[src/rtl/mmio_uart_tx.sv]
// Memory-mapped 8N1 UART transmitter with a TX FIFO, sitting on the CPU data bus.
// Define UART_TX_PARITY_EN to add an even-parity bit (11-bit frames).
module mmio_uart_tx #(
  parameter logic [31:0] BASE_ADDR    = 32'h0001_0000,
  parameter int          FIFO_DEPTH   = 8,
  parameter int          CLKS_PER_BIT = 16
) (
  input  logic        clk,
  input  logic        reset_n,
  input  logic [31:0] mem_addr,
  input  logic        mem_wr_sig,
  input  logic [31:0] mem_wr_data,
  output logic [31:0] mem_rd_data,
  output logic        sel,
  output logic        tx
);

  localparam int         PW      = (FIFO_DEPTH > 1) ? $clog2(FIFO_DEPTH) : 1;
  localparam logic [4:0] DEPTH_C = 5'(FIFO_DEPTH);
`ifdef UART_TX_PARITY_EN
  localparam logic PAR_EN = 1'b1;
`else
  localparam logic PAR_EN = 1'b0;
`endif

  typedef enum logic [2:0] {S_IDLE, S_START, S_DATA, S_PARITY, S_STOP} state_t;

  logic [7:0]    r_mem [FIFO_DEPTH];
  logic [PW-1:0] r_wr_ptr, r_rd_ptr;
  logic [4:0]    r_count;
  logic          r_ovf;
  logic [15:0]   r_baud;
  state_t        r_state;
  logic [7:0]    r_shift;
  logic [15:0]   r_bit_div, r_cnt;
  logic [2:0]    r_bit_idx;
  logic          r_parity;
  logic          r_tx;

  logic        w_sel, w_wr, w_push_req, w_push, w_pop, w_full, w_empty, w_bit_end;
  logic [1:0]  w_off;
  logic [7:0]  w_head;
  logic [15:0] w_div_eff;
  logic [31:0] w_status;
  logic        w_unused;

  assign w_sel      = (mem_addr[31:4] == BASE_ADDR[31:4]);
  assign w_off      = mem_addr[3:2];
  assign w_wr       = mem_wr_sig & w_sel;
  assign w_push_req = w_wr & (w_off == 2'd0);
  assign w_full     = (r_count == DEPTH_C);
  assign w_empty    = (r_count == 5'd0);
  assign w_bit_end  = (r_cnt == 16'd0);
  assign w_head     = r_mem[r_rd_ptr];
  assign w_div_eff  = (r_baud == 16'd0) ? 16'd1 : r_baud;
  // Pops happen only from IDLE or on the last STOP cycle (back-to-back frames).
  assign w_pop      = !w_empty && ((r_state == S_IDLE) || ((r_state == S_STOP) && w_bit_end));
  assign w_push     = w_push_req && (!w_full || w_pop);
  assign w_status   = {22'd0, PAR_EN, r_count, r_ovf, (r_state != S_IDLE), w_empty, w_full};
  assign w_unused   = ^{mem_addr[1:0], mem_wr_data[31:16], r_parity};

  assign sel = w_sel;
  assign tx  = r_tx;

  always_comb begin
    mem_rd_data = 32'd0;
    if (w_sel) begin
      case (w_off)
        2'd1:    mem_rd_data = w_status;
        2'd2:    mem_rd_data = {16'd0, r_baud};
        default: mem_rd_data = 32'd0;
      endcase
    end
  end

  always_ff @(posedge clk) begin
    if (w_push) r_mem[r_wr_ptr] <= mem_wr_data[7:0];
  end

  always_ff @(posedge clk or negedge reset_n) begin
    if (!reset_n) begin
      r_wr_ptr <= '0;
      r_rd_ptr <= '0;
      r_count  <= 5'd0;
      r_ovf    <= 1'b0;
      r_baud   <= 16'(CLKS_PER_BIT);
    end else begin
      if (w_push) r_wr_ptr <= r_wr_ptr + 1'b1;
      if (w_pop)  r_rd_ptr <= r_rd_ptr + 1'b1;
      case ({w_push, w_pop})
        2'b10:   r_count <= r_count + 5'd1;
        2'b01:   r_count <= r_count - 5'd1;
        default: r_count <= r_count;
      endcase
      if (w_push_req && w_full && !w_pop)  r_ovf <= 1'b1;
      else if (w_wr && (w_off == 2'd1))    r_ovf <= 1'b0;
      if (w_wr && (w_off == 2'd2)) r_baud <= mem_wr_data[15:0];
    end
  end

  always_ff @(posedge clk or negedge reset_n) begin
    if (!reset_n) begin
      r_state   <= S_IDLE;
      r_tx      <= 1'b1;
      r_shift   <= 8'd0;
      r_bit_div <= 16'd1;
      r_cnt     <= 16'd0;
      r_bit_idx <= 3'd0;
      r_parity  <= 1'b0;
    end else begin
      case (r_state)
        S_IDLE: begin
          r_tx <= 1'b1;
          if (w_pop) begin
            r_shift   <= w_head;
            r_parity  <= ^w_head;
            r_bit_div <= w_div_eff;
            r_cnt     <= w_div_eff - 16'd1;
            r_tx      <= 1'b0;
            r_state   <= S_START;
          end
        end
        S_START: begin
          if (w_bit_end) begin
            r_cnt     <= r_bit_div - 16'd1;
            r_bit_idx <= 3'd0;
            r_tx      <= r_shift[0];
            r_state   <= S_DATA;
          end else begin
            r_cnt <= r_cnt - 16'd1;
          end
        end
        S_DATA: begin
          if (w_bit_end) begin
            r_cnt <= r_bit_div - 16'd1;
            if (r_bit_idx == 3'd7) begin
`ifdef UART_TX_PARITY_EN
              r_tx    <= r_parity;
              r_state <= S_PARITY;
`else
              r_tx    <= 1'b1;
              r_state <= S_STOP;
`endif
            end else begin
              r_shift   <= r_shift >> 1;
              r_tx      <= r_shift[1];
              r_bit_idx <= r_bit_idx + 3'd1;
            end
          end else begin
            r_cnt <= r_cnt - 16'd1;
          end
        end
`ifdef UART_TX_PARITY_EN
        S_PARITY: begin
          if (w_bit_end) begin
            r_cnt   <= r_bit_div - 16'd1;
            r_tx    <= 1'b1;
            r_state <= S_STOP;
          end else begin
            r_cnt <= r_cnt - 16'd1;
          end
        end
`endif
        S_STOP: begin
          if (w_bit_end) begin
            if (w_pop) begin
              r_shift   <= w_head;
              r_parity  <= ^w_head;
              r_bit_div <= w_div_eff;
              r_cnt     <= w_div_eff - 16'd1;
              r_tx      <= 1'b0;
              r_state   <= S_START;
            end else begin
              r_tx    <= 1'b1;
              r_state <= S_IDLE;
            end
          end else begin
            r_cnt <= r_cnt - 16'd1;
          end
        end
        default: begin
          r_tx    <= 1'b1;
          r_state <= S_IDLE;
        end
      endcase
    end
  end

endmodule

[config.mk]
export PLATFORM = sky130hd
export DESIGN_NAME = mmio_uart_tx
export DESIGN_NICKNAME = d
export VERILOG_FILES = /design/src/rtl/mmio_uart_tx.sv
export SDC_FILE = /design/constraint.sdc
export NUM_CORES = 1
export LEC_CHECK = 0
export CELL_PAD_IN_SITES_DETAIL_PLACEMENT = 0
export CELL_PAD_IN_SITES_GLOBAL_PLACEMENT = 1
export CORE_MARGIN = 1
export CORE_UTILIZATION = 25
export DETAILED_ROUTE_END_ITERATION = 7
export PLACE_DENSITY_LB_ADDON = 0.15
export RECOVER_POWER = 25
export SLEW_MARGIN = 5
export SYNTH_ARGS = -nofsm -noshare
export SYNTH_HDL_FRONTEND = slang
export SYNTH_SLANG_ARGS = --single-unit
export TNS_END_PERCENT = 50
[constraint.sdc]
create_clock -name clk -period 7.7 [get_ports clk]
set_input_delay 1.155 -clock clk [delete_from_list [all_inputs] [get_ports clk]]
set_output_delay 1.155 -clock clk [all_outputs]
set_load 0.005 [all_outputs]
## Word level (Yosys, flattened, before mapping)

Memories as Yosys holds them, arrays and structs flattened.
Cells that the tools add are included.

- Memories: 1
- Bits in writable memories: 64
- Register bits: 75
- Output and inout bits: 34
- Bits of input ports: 67

Memories:

| memory | depth | bits a word | read ports | clocked after Yosys merged registers in | write ports | RTL line | text |
|---|---|---|---|---|---|---|---|
| r_mem | 8 | 8 | 1 | 0 | 1 | 28 | `logic [7:0] r_mem [FIFO_DEPTH];` |

- Equality and inequality tests: 16
- Reduce and logical (&&, ||, !) cells: 30
- Multiplexer cells: 37
- $add $sub $neg: 8
- Bitwise gates (word level): 2

Operator list:

| kind | count |
|---|---|
| 16-bit two-way mux | 6 |
| 16-bit one-hot mux with 2 select lines | 2 |
| 16-bit one-hot mux with 3 select lines | 1 |
| 16-bit by 1-bit subtractor with 16-bit output, second input constant | 3 |
| 16-bit zero test | 2 |
| 32-bit two-way mux | 1 |
| 8-bit two-way mux | 4 |
| 28-bit by 13-bit == test with 1-bit output, second input constant | 1 |
| 3-bit two-way mux | 8 |
| 8-bit one-hot mux with 3 select lines | 1 |
| 2-bit inequality test, second input constant | 6 |
| 3-bit one-hot mux with 4 select lines | 1 |
| 1-bit two-way mux | 10 |
| 5-bit one-hot mux with 2 select lines | 1 |
| 3-bit by 1-bit adder with 3-bit output, second input constant | 3 |
| 3-bit nonzero test | 3 |
| 4-bit AND reduction | 2 |
| 2-bit nonzero test | 4 |
| 1-bit logical AND | 7 |
| 3-bit == test, second input constant | 2 |
| 3-bit one-hot mux with 2 select lines | 1 |
| 5-bit by 1-bit adder with 5-bit output, second input constant | 1 |
| 5-bit by 4-bit == test with 1-bit output, second input constant | 1 |
| 5-bit zero test | 1 |
| other kinds (15) | 21 |

## Depth between registers and ports, before layout

- Depth after elaboration: 8
- Depth in mapped cells: 14
- Gate-level depth less buffers: 14

## Least setup slack after synthesis

Ideal clock, no wire load.

- Kind: input to output
- Start point: input mem_addr[14]
- End point: output mem_rd_data[10]
- Arrival: 2.302 ns
- Buffers on the path: 1
- Slack: 4.243 ns
- Stages: 5
- Data required time: 6.545 ns
- Cell sequence: nor4b_1 > nand4_1 > nor2_1 > clkbuf_1 > and3_1

- Word-level cells in the longest chain between the ends: 2

RTL lines:

| element | RTL line | text |
|---|---|---|
| from (decl) | 10 | `input logic [31:0] mem_addr,` |
| 28-bit by 13-bit == test with 1-bit output | 47 | `assign w_sel = (mem_addr[31:4] == BASE_ADDR[31:4]);` |
| named net sel | 14 | `output logic sel,` |
| 32-bit two-way mux | 67 | `if (w_sel) begin` |
| to (decl) | 13 | `output logic [31:0] mem_rd_data,` |

The timed path passes the listed nets, and every way through them passes these cells.

## Worst setup path in the final report

- Start point: input mem_addr[13]
- End point: output mem_rd_data[4]

- Word-level cells in the longest chain between the ends: 2

RTL lines:

| element | RTL line |
|---|---|
| 28-bit by 13-bit == test with 1-bit output | 47 |
| 32-bit two-way mux | 67 |

Every way passes these cells.

==> impl_results.md <==
- Post-Synthesis Cells: roughly 660
- I/O pin cnt: between 100 and 150
- Status: finished with violations
- Layout cells sized above 1: 15.7%
- Chip height: roughly 170 um
- CTS H-Tree Depth: 4
- Most frequent cells in the layout: 90 x nand2_1, 72 x dfrtp_1, 64 x edfxtp_1
- Largest net degree at the start of global routing: 76
- DRC viols: 0
- Hold_sp: r_bit_idx[0]
- Yosys reg bits: between 100 and 150
- Final #Nets: 796
- Tot GR Track Use: approximately 14%
- Sequential power share: 46.2%
- Setup TNS: 0 ps
- Detailed Routing Iterations Pass 1: 5
- Total clock sinks: 139
- Core Region: about 29000 um^2
- Slew headroom: -200%
- Clock power frac: 47.6%
- GR Util met2: 20.7%
- Placer Congestion: 0.782
- Sw Pwr: 443 uW
- # fillers: 3006
- Hpwl dp: approximately 14 mm
- CP cell instances: clkdlybuf4s50_1 > nor4_1 > nand4_1 > nor2_1 > nand2_1 > nor2_1 > clkdlybuf4s50_1
- Post-synth EDFFs: 64
- Chip width: 175 um
- Reg-to-reg slack, setup: 4160 ps
- Die area: 30500 um^2
- Hold Vio Cnt, Final: 0
- Arr. time, crit path: 3810 ps
- R2R Path Start: r_cnt[0]
- Global Route met1 Usage: 19.2%
- Largest fanout on the critical path: 14
- Startpoint types: primary input
- Fraction of registers with async set/reset: a little over half
- Lkg Pwr: 0.00355 uW
- Hold path endpoint: r_bit_idx[0]
- Failing checks: capacitance limit, slew limit
- P per Cell Area: 196 nW/um^2
- Synth-to-Final Area Change: 21.3%
- Synth warnings: 0
- RSZ-0062 raised after global routing: no
- Crit share post-route: 64.5%
- Vias in the first global route: approximately 5300
- Clock Skews: slightly below 10 ps
- R2R depth: 15
- Post-route minimum period: between 4000 and 5000 ps
- Post-CTS Resized: 0
- DR vias: 5212
- Post-synthesis sequential area ratio: 51.0%
- Crit path buffers/inverters: 2
- Syn Area/Cell: 11.3 um^2
- Gr busiest metal: met2
- Commonest non-fill, non-tap cell in the layout: nand2_1
- Row count: 62
- Per-cell routed wire length: 17.8 um
- Cts bufs inserted: 17
- Clock buffer depth: 2
- Switching share of power: about a quarter
- Power share of the combinational group: 6.2%
- Antenna Nets Post-Route: 0
- Max_cap viols: 1
- Min-delay worst type: flop to flop
- Total gr overflow: 0
- WP data required: 6550 ps
- Achievable Freq: 201 MHz
- Slowest stage delay, CP: ~720 ps
- CP Class: primary input to primary output
- IO buf count: 66
- Hold path cells: 1
- Max-slew violations: 76
- Final WL: about 20 mm
- Syn Std Cell Area: 7450 um^2
- Average vias per placed instance: 4.69
- First-pass GRT wire length: 31.2 mm
- Grt met3 use: 2.48%
- CTS tree: done
- Worst vdd ir: 0.000112 V
- Initial Utilization: 25.7%
- Synth unique cells: 74
- Main synth FF type: dfrtp_1
- WHS: 495 ps
- Clk pin slew, worst setup/hold paths: 70 ps
- CP max-delay cell: nor2_1
- Total power: 1770 uW
- Antenna violations before repair: 0
- Largest delay share family, worst path: simple AND/OR/NAND/NOR gates
- Clk Latency, worst-skew pair: 420 ps
- Internal: approximately 1300 uW
- Worst r2r dst: r_count[4]
- Diode count: 0
- Clock Tree Root: clkbuf_16
- Hold bufs inserted after CTS: 0
- First DRT Iteration DRCs: between 200 and 300
- Worst Setup End Kind: primary output
- Setup violators final: 0
- Slew @ Worst Pin: around 4500 ps
- Post-CTS Setup Bufs: 0
## power groups by stage
stage	Clock [uW]	Sequential [uW]	Combinational, uW
finish	844	821	110
detailed placement	0	836	113
global route	896	824	123
floorplan	0	830	65.2
global placement	0	835	110
CTS	867	821	113
## area by class of cell
type                    instances  area, um^2  share of cell area (%)
inverters                      16        60.1                   0.665
clock buffers                  17         425                    4.71
flip-flops and latches        139        3800                    42.1
multi-input cells             469        3400                    37.6
well taps                     384         480                    5.32
repair buffers                 71         692                    7.66
clock inverters                15         175                    1.94
## Yosys cell counts (15+ instances only)
cell      instances  area share [%]
xnor2_1          22             2.6
xor2_1           15             1.8
dfrtp_1          72              24
edfxtp_1         64              26
a21oi_1          15             1.0
mux4_2           16             4.8
nand2_1          90             4.5
clkbuf_1         16            0.81
nor2_1           53             2.7
inv_1            16            0.81
o21ai_0          26             1.7
buf_4            18             1.8
mux2_2           18             2.7
## logic make-up after synthesis
group,after synthesis,synth area share [%]
XOR/XNOR,37,4.35
AO/OA/AOI/OAI,107,10.0
flip-flops,139,51.0
buffers and inverters,64,4.30
adder cells (fa/ha/maj),15,2.62
other,1,0.0503
multiplexers,52,10.5
AND/OR/NAND/NOR,242,17.1
## flip-flops by register name, summed over array words and instances (netlist names), 5 cells and up
signal     flops
r_mem         64
r_baud        16
r_bit_div     16
r_cnt         16
r_shift        8
r_count        5
## worst max-delay path by stage
| stage | end | depth (start not counted) | slack [ps] | startpoint |
|---|---|---|---|---|
| 2_1_floorplan | mem_rd_data[10] | 5 | 4240 | mem_addr[14] |
| 3_3_place_gp | mem_rd_data[7] | 7 | 2700 | mem_addr[14] |
| 3_5_place_dp | mem_rd_data[4] | 7 | 2660 | mem_addr[14] |
| 4_1_cts | mem_rd_data[4] | 7 | 2650 | mem_addr[6] |
| 5_1_grt | r_count[1] | 1 | 1830 | reset_n |
| 6_report | mem_rd_data[4] | 7 | 2740 | mem_addr[13] |
## per-stage QoR
| step | utilization (%) | instance area [um^2] | setup slack, ps | cells |
|---|---|---|---|---|
| 5_1_grt | 31.1 | 9040 | 1830 | 1111 |
| 6_report | 31.1 | 9040 | 2740 | 1111 |
| 3_3_place_gp | 29.1 | 8440 | 2700 | 1079 |
| 4_1_cts | 31.2 | 9040 | 2650 | 1111 |
| 2_1_floorplan | - | 7500 | 4240 | 672 |
| 3_5_place_dp | 29.1 | 8440 | 2660 | 1079 |
## routing by layer
metal  vias to the layer above  wire (um)
li1                       2496          -
met1                      2576       9910
met2                       118       8900
met3                        22        572
met4                         0        357
met5                         -          0
Power figures use the tool's default switching activity.
